## src/rtl/act_char_pkg.sv

```systemverilog
// ============================================================================
//  Module : act_char_pkg
//  Brief  : Shared types and metric-width helpers for the activation-circuit
//           error characterizer.
//  Config : ACT_CHAR_SQ_ERR_EN (optional squared-error accumulator)
//  Rev    : 1.0  initial release
// ============================================================================
`default_nettype none

package act_char_pkg;

   // Sweep controller states
   typedef enum logic [1:0] {
      IDLE  = 2'd0,
      SWEEP = 2'd1,
      DRAIN = 2'd2,
      DONE  = 2'd3
   } state_t;

   // Error count must reach 2^IN_W, so one extra bit
   function automatic int cnt_w(input int in_w);
      return in_w + 1;
   endfunction

   // Sum of up to 2^IN_W values of at most 2^OUT_W-1
   function automatic int sum_w(input int in_w, input int out_w);
      return in_w + out_w;
   endfunction

   // Sum of up to 2^IN_W squares of at most (2^OUT_W-1)^2
   function automatic int sq_w(input int in_w, input int out_w);
      return in_w + 2 * out_w;
   endfunction

endpackage

`default_nettype wire

```

## src/rtl/act_err_accum.sv

```systemverilog
// ============================================================================
//  Module : act_err_accum
//  Brief  : Per-sample update of the error metric registers (count, sum |e|,
//           max |e| with worst-case input, optional sum e^2).
//  Config : ACT_CHAR_SQ_ERR_EN adds the squared-error accumulator.
//  Rev    : 1.0  initial release
// ============================================================================
`default_nettype none

module act_err_accum
   import act_char_pkg::*;
#(
   parameter int IN_W  = 4,
   parameter int OUT_W = 4
) (
   input  logic                              clk,
   input  logic                              rst_n,
   input  logic                              i_clear,
   input  logic                              i_vld,
   input  logic [IN_W-1:0]                   i_tag,
   input  logic [OUT_W-1:0]                  i_dut,
   input  logic [OUT_W-1:0]                  i_ref,
   output logic [cnt_w(IN_W)-1:0]            o_err_cnt,
   output logic [sum_w(IN_W, OUT_W)-1:0]     o_sum_abs_err,
   output logic [OUT_W-1:0]                  o_max_abs_err,
   output logic [IN_W-1:0]                   o_wce_in
`ifdef ACT_CHAR_SQ_ERR_EN
   ,
   output logic [sq_w(IN_W, OUT_W)-1:0]      o_sum_sq_err
`endif
);

   localparam int CNT_W = cnt_w(IN_W);
   localparam int SUM_W = sum_w(IN_W, OUT_W);

   logic [OUT_W-1:0] w_abs;
   logic [CNT_W-1:0] r_err_cnt;
   logic [SUM_W-1:0] r_sum;
   logic [OUT_W-1:0] r_max;
   logic [IN_W-1:0]  r_wce;

   // Unsigned absolute difference of the two result codes
   always_comb begin
      w_abs = (i_dut > i_ref) ? (i_dut - i_ref) : (i_ref - i_dut);
   end

   // Clear on sweep start, otherwise fold in one valid sample per cycle
   always_ff @(posedge clk or negedge rst_n) begin
      if (!rst_n) begin
         r_err_cnt <= '0;
         r_sum     <= '0;
         r_max     <= '0;
         r_wce     <= '0;
      end else if (i_clear) begin
         r_err_cnt <= '0;
         r_sum     <= '0;
         r_max     <= '0;
         r_wce     <= '0;
      end else if (i_vld) begin
         if (w_abs != '0) begin
            r_err_cnt <= r_err_cnt + CNT_W'(1);
         end
         r_sum <= r_sum + SUM_W'(w_abs);
         // Strictly greater: ties keep the earlier, lower input code
         if (w_abs > r_max) begin
            r_max <= w_abs;
            r_wce <= i_tag;
         end
      end
   end

   assign o_err_cnt     = r_err_cnt;
   assign o_sum_abs_err = r_sum;
   assign o_max_abs_err = r_max;
   assign o_wce_in      = r_wce;

`ifdef ACT_CHAR_SQ_ERR_EN
   localparam int SQ_W = sq_w(IN_W, OUT_W);

   logic [2*OUT_W-1:0] w_sq;
   logic [SQ_W-1:0]    r_sq;

   // Square of the absolute error, full precision
   always_comb begin
      w_sq = (2*OUT_W)'(w_abs) * (2*OUT_W)'(w_abs);
   end

   // Squared-error accumulator, cleared and timed like the others
   always_ff @(posedge clk or negedge rst_n) begin
      if (!rst_n) begin
         r_sq <= '0;
      end else if (i_clear) begin
         r_sq <= '0;
      end else if (i_vld) begin
         r_sq <= r_sq + SQ_W'(w_sq);
      end
   end

   assign o_sum_sq_err = r_sq;
`endif

endmodule

`default_nettype wire

```

## src/rtl/act_err_characterizer.sv

```systemverilog
// ============================================================================
//  Module : act_err_characterizer
//  Brief  : Exhaustive sweep of an approximate activation circuit against an
//           exact model; accumulates error count, sum |e|, max |e| and the
//           lowest input reaching max |e|.
//  Config : ACT_CHAR_SQ_ERR_EN adds o_sum_sq_err (sum of e^2).
//  Rev    : 1.0  initial release
// ============================================================================
`default_nettype none

module act_err_characterizer
   import act_char_pkg::*;
#(
   parameter int IN_W  = 4,
   parameter int OUT_W = 4,
   parameter int LAT   = 0
) (
   input  logic                              clk,
   input  logic                              rst_n,
   input  logic                              i_start,
   output logic [IN_W-1:0]                   o_dut_in,
   input  logic [OUT_W-1:0]                  i_dut_out,
   input  logic [OUT_W-1:0]                  i_ref_out,
   output logic                              o_busy,
   output logic                              o_done,
   output logic [cnt_w(IN_W)-1:0]            o_err_cnt,
   output logic [sum_w(IN_W, OUT_W)-1:0]     o_sum_abs_err,
   output logic [OUT_W-1:0]                  o_max_abs_err,
   output logic [IN_W-1:0]                   o_wce_in
`ifdef ACT_CHAR_SQ_ERR_EN
   ,
   output logic [sq_w(IN_W, OUT_W)-1:0]      o_sum_sq_err
`endif
);

   localparam logic [IN_W-1:0] c_TOP = '1;

   state_t           r_state;
   logic [IN_W-1:0]  r_dut_in;
   logic             r_busy;
   logic             r_done;
   logic             w_start_acc;
   logic             w_smp_vld;
   logic [IN_W-1:0]  w_smp_tag;

   // start only counts when no sweep is in flight
   assign w_start_acc = i_start && ((r_state == IDLE) || (r_state == DONE));

   // Sweep FSM with stimulus counter and registered status flags
   always_ff @(posedge clk or negedge rst_n) begin
      if (!rst_n) begin
         r_state  <= IDLE;
         r_dut_in <= '0;
         r_busy   <= 1'b0;
         r_done   <= 1'b0;
      end else begin
         case (r_state)
            IDLE, DONE: begin
               if (i_start) begin
                  r_state  <= SWEEP;
                  r_dut_in <= '0;
                  r_busy   <= 1'b1;
                  r_done   <= 1'b0;
               end
            end
            SWEEP: begin
               if (r_dut_in == c_TOP) begin
                  // Counter parks on the top code until the next start
                  if (LAT == 0) begin
                     r_state <= DONE;
                     r_busy  <= 1'b0;
                     r_done  <= 1'b1;
                  end else begin
                     r_state <= DRAIN;
                  end
               end else begin
                  r_dut_in <= r_dut_in + IN_W'(1);
               end
            end
            DRAIN: begin
               if (w_smp_vld && (w_smp_tag == c_TOP)) begin
                  r_state <= DONE;
                  r_busy  <= 1'b0;
                  r_done  <= 1'b1;
               end
            end
            default: begin
               r_state <= IDLE;
               r_busy  <= 1'b0;
               r_done  <= 1'b0;
            end
         endcase
      end
   end

   generate
      if (LAT == 0) begin : g_comb
         // Combinational circuits: sample the stimulus of this very cycle
         assign w_smp_vld = (r_state == SWEEP);
         assign w_smp_tag = r_dut_in;
      end else begin : g_pipe
         logic [LAT-1:0]  r_vld;
         logic [IN_W-1:0] r_tag [LAT];

         // Valid+tag delay line matching the circuit latency
         always_ff @(posedge clk or negedge rst_n) begin
            if (!rst_n) begin
               r_vld <= '0;
               for (int i = 0; i < LAT; i++) begin
                  r_tag[i] <= '0;
               end
            end else if (w_start_acc) begin
               r_vld <= '0;
            end else begin
               r_vld[0] <= (r_state == SWEEP);
               r_tag[0] <= r_dut_in;
               for (int i = 1; i < LAT; i++) begin
                  r_vld[i] <= r_vld[i-1];
                  r_tag[i] <= r_tag[i-1];
               end
            end
         end

         assign w_smp_vld = r_vld[LAT-1];
         assign w_smp_tag = r_tag[LAT-1];
      end
   endgenerate

   act_err_accum #(
      .IN_W  (IN_W),
      .OUT_W (OUT_W)
   ) u_accum (
      .clk           (clk),
      .rst_n         (rst_n),
      .i_clear       (w_start_acc),
      .i_vld         (w_smp_vld),
      .i_tag         (w_smp_tag),
      .i_dut         (i_dut_out),
      .i_ref         (i_ref_out),
      .o_err_cnt     (o_err_cnt),
      .o_sum_abs_err (o_sum_abs_err),
      .o_max_abs_err (o_max_abs_err),
      .o_wce_in      (o_wce_in)
`ifdef ACT_CHAR_SQ_ERR_EN
      ,
      .o_sum_sq_err  (o_sum_sq_err)
`endif
   );

   assign o_dut_in = r_dut_in;
   assign o_busy   = r_busy;
   assign o_done   = r_done;

endmodule

`default_nettype wire

```

## config.mk

```make
export PLATFORM = sky130hd
export DESIGN_NAME = act_err_characterizer
export DESIGN_NICKNAME = d
export VERILOG_FILES = /design/src/rtl/act_char_pkg.sv /design/src/rtl/act_err_accum.sv /design/src/rtl/act_err_characterizer.sv
export SDC_FILE = /design/constraint.sdc
export NUM_CORES = 1
export LEC_CHECK = 0
export BUFFER_PORTS_ARGS = -buffer_cell sky130_fd_sc_hd__buf_4
export CORE_MARGIN = 3
export CORE_UTILIZATION = 28
export DETAILED_ROUTE_END_ITERATION = 12
export GPL_TIMING_DRIVEN = 0
export HOLD_SLACK_MARGIN = 0.15
export PLACE_DENSITY = 0.51
export RECOVER_POWER = 100
export SETUP_SLACK_MARGIN = 0.1
export SYNTH_ARGS = -nofsm -noshare
export SYNTH_HDL_FRONTEND = slang
export SYNTH_SLANG_ARGS = --single-unit
```

## constraint.sdc

```tcl
create_clock -name clk -period 4.3 [get_ports clk]
set_input_delay 0.215 -clock clk [delete_from_list [all_inputs] [get_ports clk]]
set_output_delay 0.215 -clock clk [all_outputs]
set_load 0.03 [all_outputs]
```

; Yosys cells after proc, flatten, opt, wreduce, memory -nomap -nowiden
; Cells that the tools add are included.
[word_totals]
register_bits = 29
latch_bits = 0
mem_bits_rw = 0
mem_bits_ro = 0
in_bits = 11
output_inout_bits = 27
elab_cells = 64
n_memories = 0
[classes]
addsub = 5
multipliers = 0
div_mod_pow = 0
order_cmp = 2
eq_ne = 8
shifts = 0
n_mux = 27
n_bitwise = 0
reduce_logical = 14
[op_table]
columns = operator, n
row1 = $mux W4, 9
row2 = $mux W8, 2
row3 = $mux W5, 3
row4 = $add A8 B4 Y8, 1
row5 = $gt A4 B4 Y1, 2
row6 = $pmux W4 S2, 1
row7 = $reduce_bool A2 Y1, 4
row8 = $sub A4 B4 Y4, 2
row9 = $mux W1, 6
row10 = $mux W2, 3
row11 = $ne A2 B2 Y1 const B, 3
row12 = $pmux W1 S3, 2
row13 = $pmux W2 S3, 1
row14 = $reduce_and A3 Y1, 2
row15 = $add A5 B1 Y5 const B, 1
row16 = $add A4 B1 Y4 const B, 1
row17 = $eq A2 B2 Y1 const B, 2
row18 = $eq A4 B4 Y1 const B, 1
row19 = $reduce_and A2 Y1, 2
row20 = $reduce_bool A4 Y1, 1
row21 = $eq A2 B1 Y1 const B, 1
row22 = $logic_and A1 B1 Y1, 2
row23 = $logic_not A2 Y1, 1
row24 = $ne A2 B1 Y1 const B, 1
row25 = other kinds (2), 2

; Depth between registers and ports, before layout
[logic_depth]
ltp_word = 6
depth_mapped = 15
depth_no_buf = 15

; By module
; A second synthesis with hierarchy kept.
[hier_totals]
cells_unflattened = 200
hier_area_um2 = 1995.7
[modules_own_cells]
columns = mod, n_inst, cells_per_inst, area_each_um2, seq_area_each_um2
row1 = act_err_accum, 1, 163, 1600.3, 525.5
row2 = act_err_characterizer, 1, 37, 395.4, 175.2

; Worst setup path after synthesis
; Ideal clock, no wire load.
[synth_timing]
kind = input to register
startpoint = input port i_dut_out[0]
endpoint = register u_accum.r_sum[7], in the netlist u_accum.o_sum_abs_err[7]
setup_time_ns = 0.120
arrival_time_ns = 2.995
required_ns = 4.180
slack_ns = 1.185
stages = 14
n_path_buf = 0
cell_sequence = inv_1 -> ha_1 -> inv_1 -> fa_1 -> a211oi_4 -> nor3_4 -> a211oi_2 -> nor3_1 -> or2_1 -> ha_1 -> and2_1 -> o211ai_1 -> a21bo_1 -> a41o_1
[synth_between]
elab_chain_len = 5
[synth_rtl]
columns = item, line
row1 = "start, declared", act_err_characterizer.sv:22  ; input logic [OUT_W-1:0] i_dut_out,
row2 = $sub A4 B4 Y4 or $gt A4 B4 Y1 (tied branches), act_err_accum.sv:44  ; w_abs = (i_dut > i_ref) ? (i_dut - i_ref) : (i_ref - i_dut);
row3 = $mux W4 *, act_err_accum.sv:44
row4 = $add A8 B4 Y8 *, act_err_accum.sv:63  ; r_sum <= r_sum + SUM_W'(w_abs);
row5 = $mux W8 *, act_err_accum.sv:59  ; end else if (i_vld) begin
row6 = $mux W8 *, act_err_accum.sv:54  ; end else if (i_clear) begin
row7 = "end signal, assigned", act_err_accum.sv:63
row8 = "end, declared", act_err_accum.sv:38  ; logic [SUM_W-1:0] r_sum;
; Mark *: on every way between the ends. The rest lies on a longest branch, timed or not. The select of a mux whose other input is x is not followed.
; A chain may end at the register's enable or synchronous reset.

; Worst setup path after layout
[layout_timing]
startpoint = input port i_dut_out[0]
endpoint = register u_accum.r_max[1], in the netlist u_accum.o_max_abs_err[1]
[layout_between]
elab_chain_len = 5
[layout_rtl]
columns = item, line
row1 = $sub A4 B4 Y4 or $gt A4 B4 Y1 (tied branches), act_err_accum.sv:44
row2 = $mux W4 *, act_err_accum.sv:44
row3 = $gt A4 B4 Y1 or $mux W4 (tied branches), act_err_accum.sv:65  ; if (w_abs > r_max) begin
row4 = $reduce_bool A2 Y1 (no line) or $mux W4 (tied branches), n/a
row5 = $reduce_and A2 Y1 (no line) or $mux W4 (tied branches), n/a
row6 = "end signal, assigned", act_err_accum.sv:66  ; r_max <= w_abs;
row7 = "end, declared", act_err_accum.sv:39  ; logic [OUT_W-1:0] r_max;
; Marked as above.

==> flow_summary.json <==
{
  "status": "complete, but fails checks",
  "violations": "max-capacitance violations, max-slew violations",
  "relSlewSlack_pct": -4.125,
  "rsz0062_at_grt": "no",
  "dp_hpwl_mm": 3.753,
  "stdcell_area_um2": 2374,
  "dpl_cell_area_um2": 2456,
  "cts_max_level": 1,
  "ys_warn_count": 0,
  "min_path_type": "input port to register",
  "crit_slowest_cell": "a211oi_1",
  "numPortBuffers": 37,
  "grt_util_all_layers_pct": 11.82,
  "post_drt_wl_per_cell_um": 13.75,
  "num_antenna_cells": 0,
  "layout_setup_ws_ps": 704.7,
  "fmax_mhz": 278.1,
  "r2r_end": "u_accum.o_sum_abs_err[3]",
  "worstReg2RegStart": "o_done",
  "synthArstFlopShare_pct": 100.0,
  "p_comb_share_pct": 57.6,
  "p_int_mw": 0.7762,
  "setup_tns_ps": 0,
  "cp_data_required_time_ps": 4490,
  "drive_gt1_share_pct": 9.615,
  "grt-ovfl-total": 0,
  "p_leak_nw": 1.048,
  "drt_iter0_drc": 94,
  "worst-r2r-cell-count": 6,
  "path_max_fanout": 7,
  "synth-simple-area-share_pct": 17.69,
  "via_per_inst": 4.851,
  "synth_top_family_by_area": "compound AO/OA/AOI/OAI gates",
  "cts_tree": "yes",
  "final_antenna_net_count": 0,
  "reg2reg_setup_slack_ps": 2160,
  "synthXorXnorAreaFrac_pct": 3.343,
  "avgSynthCellArea_um2": 9.441,
  "muxShareOfSynthArea_pct": 3.587,
  "min_period_ps": 3595,
  "dp_cells": 351,
  "antenna_found_initial": 0,
  "start_kind": "input port",
  "core_um2": 6944,
  "place.gp.congestion": 0.8147,
  "grt_max_degree": 29,
  "dieWidth_um": 91.74,
  "dr_total_vias": 1727,
  "place_ws_ps": 756.4,
  "holdWs_ps": 220.4,
  "tightest_slew_ps": 1562,
  "routed_wl_mm": 4.896,
  "cts.sinks": 28,
  "clk_latency_ps": 280,
  "power_switching_mw": 0.7737,
  "synthDistinctLibCells": 53,
  "utilization_pct": 34.18,
  "critPathCaptureType": "register",
  "fp.dieH_um": 91.74,
  "cpMostUsedCell": "a211oi_1",
  "syn_to_final_growth_pct": 15.32,
  "setup.worst_path.end": "u_accum.o_max_abs_err[1]",
  "grt_pass1_vias": 1674,
  "dieArea_um2": 8415,
  "root_buffer": "clkbuf_8",
  "drc": 0,
  "synth_fp_nets": 248,
  "crit_chain": "clkbuf_1 -> inv_1 -> ha_1 -> inv_1 -> fa_1 -> a211oi_1 -> nor3_1 -> a211oi_1 -> nor3_1 -> or2_1 -> ha_1 -> nand2_1 -> o31ai_4 -> nor2_1 -> a211oi_1",
  "synthAdderAreaFrac_pct": 13.37,
  "cts_buffers": 3,
  "clk_pin_slew_worst_paths_ps": 100,
  "cts_buffer_depth": 2,
  "drv_cap": 1,
  "clockPowerShare_pct": 13.7,
  "synth_edf_count": 0,
  "grt_pass1_wl_mm": 8.252,
  "synth_compound_area_share_pct": 23.40,
  "crit_start": "i_dut_out[0]",
  "hold_violations": 0,
  "cp.arrival_ps": 3790,
  "row_count": 30,
  "setup_viol": 0,
  "fin_crit_sh_pct": 83.61,
  "initial_core_util_pct": 29.64,
  "peakVddDrop_mv": 0.2621,
  "power.total_mw": 1.550,
  "crit_type": "input port to register",
  "fin_cells": 356,
  "powerDensity_nw_per_um2": 653.0,
  "seq_power_share_pct": 28.7,
  "slew_violations": 29,
  "netlist_instances": 218,
  "cts_resized": 0,
  "fillers": 736,
  "worst_clock_skew_ps": 9.028,
  "finalNetCount": 291,
  "yosysSeqAreaShare_pct": 34.04,
  "swShare_pct": 49.92,
  "drtPass1Iterations": 5,
  "critPathMaxStageDelay_ps": 510,
  "synth_area_um2": 2058,
  "synthFlopType": "dfrtp_1",
  "io_pins": 38,
  "synth-seq-cells": 28
}
-- worst max-delay path, delay by kind of cell --
family          cells  cell delay, ps
simple gates        5             920
compound gates      4            1500
buf+inv             3             200
fa+ha+maj           3             930
-- synth_stat cells, types with 5 or more instances --
library cell / count / area, um2
dfrtp_1: 28 / 700.7
ha_1: 17 / 212.7
inv_1: 17 / 63.81
a21oi_1: 15 / 75.07
nor2_1: 15 / 56.30
nand2_1: 14 / 52.55
nand3_1: 14 / 70.07
o21ai_1: 11 / 55.05
o21ai_0: 6 / 30.03
clkbuf_1: 5 / 18.77
nand4_1: 5 / 31.28
xnor2_1: 5 / 43.79
-- state kept, by name, indices dropped and copies added, names as in the netlist --
signal,cells
u_accum.o_wce_in,4
o_busy,1
u_accum.o_sum_abs_err,8
o_dut_in,4
r_state,1
o_done,1
u_accum.o_max_abs_err,4
u_accum.o_err_cnt,5
-- placed cells by master, fill, tap and decap left out, drive strengths merged, types with 2 or more instances in the layout --
| cell | Yosys | layout |
|---|---|---|
| o21ai | 17 | 17 |
| maj3 | 2 | 2 |
| a41o | 2 | 2 |
| a21o | 3 | 3 |
| inv | 17 | 17 |
| nand2 | 14 | 14 |
| a31oi | 4 | 4 |
| or3 | 3 | 3 |
| buf | 1 | 9 |
| clkbuf | 5 | 37 |
| nor2 | 16 | 16 |
| or2 | 3 | 3 |
| o31ai | 2 | 2 |
| mux2i | 5 | 5 |
| nor2b | 3 | 3 |
| ha | 17 | 17 |
| a211oi | 4 | 4 |
| fa | 2 | 2 |
| nand3 | 14 | 14 |
| dfrtp | 28 | 28 |
| o211ai | 4 | 4 |
| nand4 | 5 | 5 |
| o21a | 2 | 2 |
| nor3 | 3 | 3 |
| and4 | 2 | 2 |
| and2 | 2 | 2 |
| nand2b | 3 | 3 |
| a21oi | 16 | 16 |
| xnor2 | 6 | 6 |
-- repair_timing --
| action | in CTS | in global routing |
|---|---|---|
| hold buffers | 1 | 0 |
| setup buffers | 0 | 0 |
| endpoints found under the hold margin | 28 | 0 |
-- per-layer routing --
| layer | GRT usage [%] | wire length, um | up-vias | part of all wire [%] |
|---|---|---|---|---|
| met1 | 16.74 | 2472 | 811 | 50 |
| met4 | 2.228 | 39 | 0 | 0.80 |
| met2 | 19.35 | 2203 | 39 | 45 |
| met3 | 1.559 | 180 | 5 | 3.7 |
| li1 | - | - | 872 | - |
| met5 | 0 | 0 | - | 0 |
-- how the worst min path moves through the flow --
stage                     startpoint                    to  slack [ps]  cells past startpoint
after floorplan                rst_n                o_busy         -80                      0
after CTS                    i_start                o_busy         220                      3
after detailed placement       rst_n  u_accum.o_err_cnt[3]         170                      1
after global placement         rst_n  u_accum.o_err_cnt[3]         170                      1
after global routing         i_start                o_busy         250                      3
final                        i_start                o_busy         220                      3
-- power groups by stage --
stage	sequential [mW]	clock, mW	combinational [mW]
finish	0.446	0.212	0.893
global route	0.462	0.228	0.994
CTS	0.452	0.218	1.00
detailed placement	0.457	0	1.00
global placement	0.458	0	0.993
floorplan	0.598	0	0.557
-- logic make-up (layout without fill, tap and decap cells) --
group | Yosys count | after routing
simple gates | 70 | 70
compound gates | 63 | 63
flops | 28 | 28
buf+inv | 23 | 65
fa+ha+maj | 21 | 21
xor+xnor | 7 | 7
mux | 6 | 6
-- final cells by class --
type / instances / area (um2) / area share (%)
clock inverters: 1 / 30.03 / 1.265
multi-input cells: 167 / 1209 / 50.92
clock buffers: 3 / 41.29 / 1.740
well taps: 96 / 120.1 / 5.061
inverters: 17 / 63.81 / 2.688
repair buffers: 38 / 178.9 / 7.538
plain buffers: 6 / 30.03 / 1.265
flip-flops and latches: 28 / 700.7 / 29.52
No activity file was read; power rests on OpenSTA's default activity.
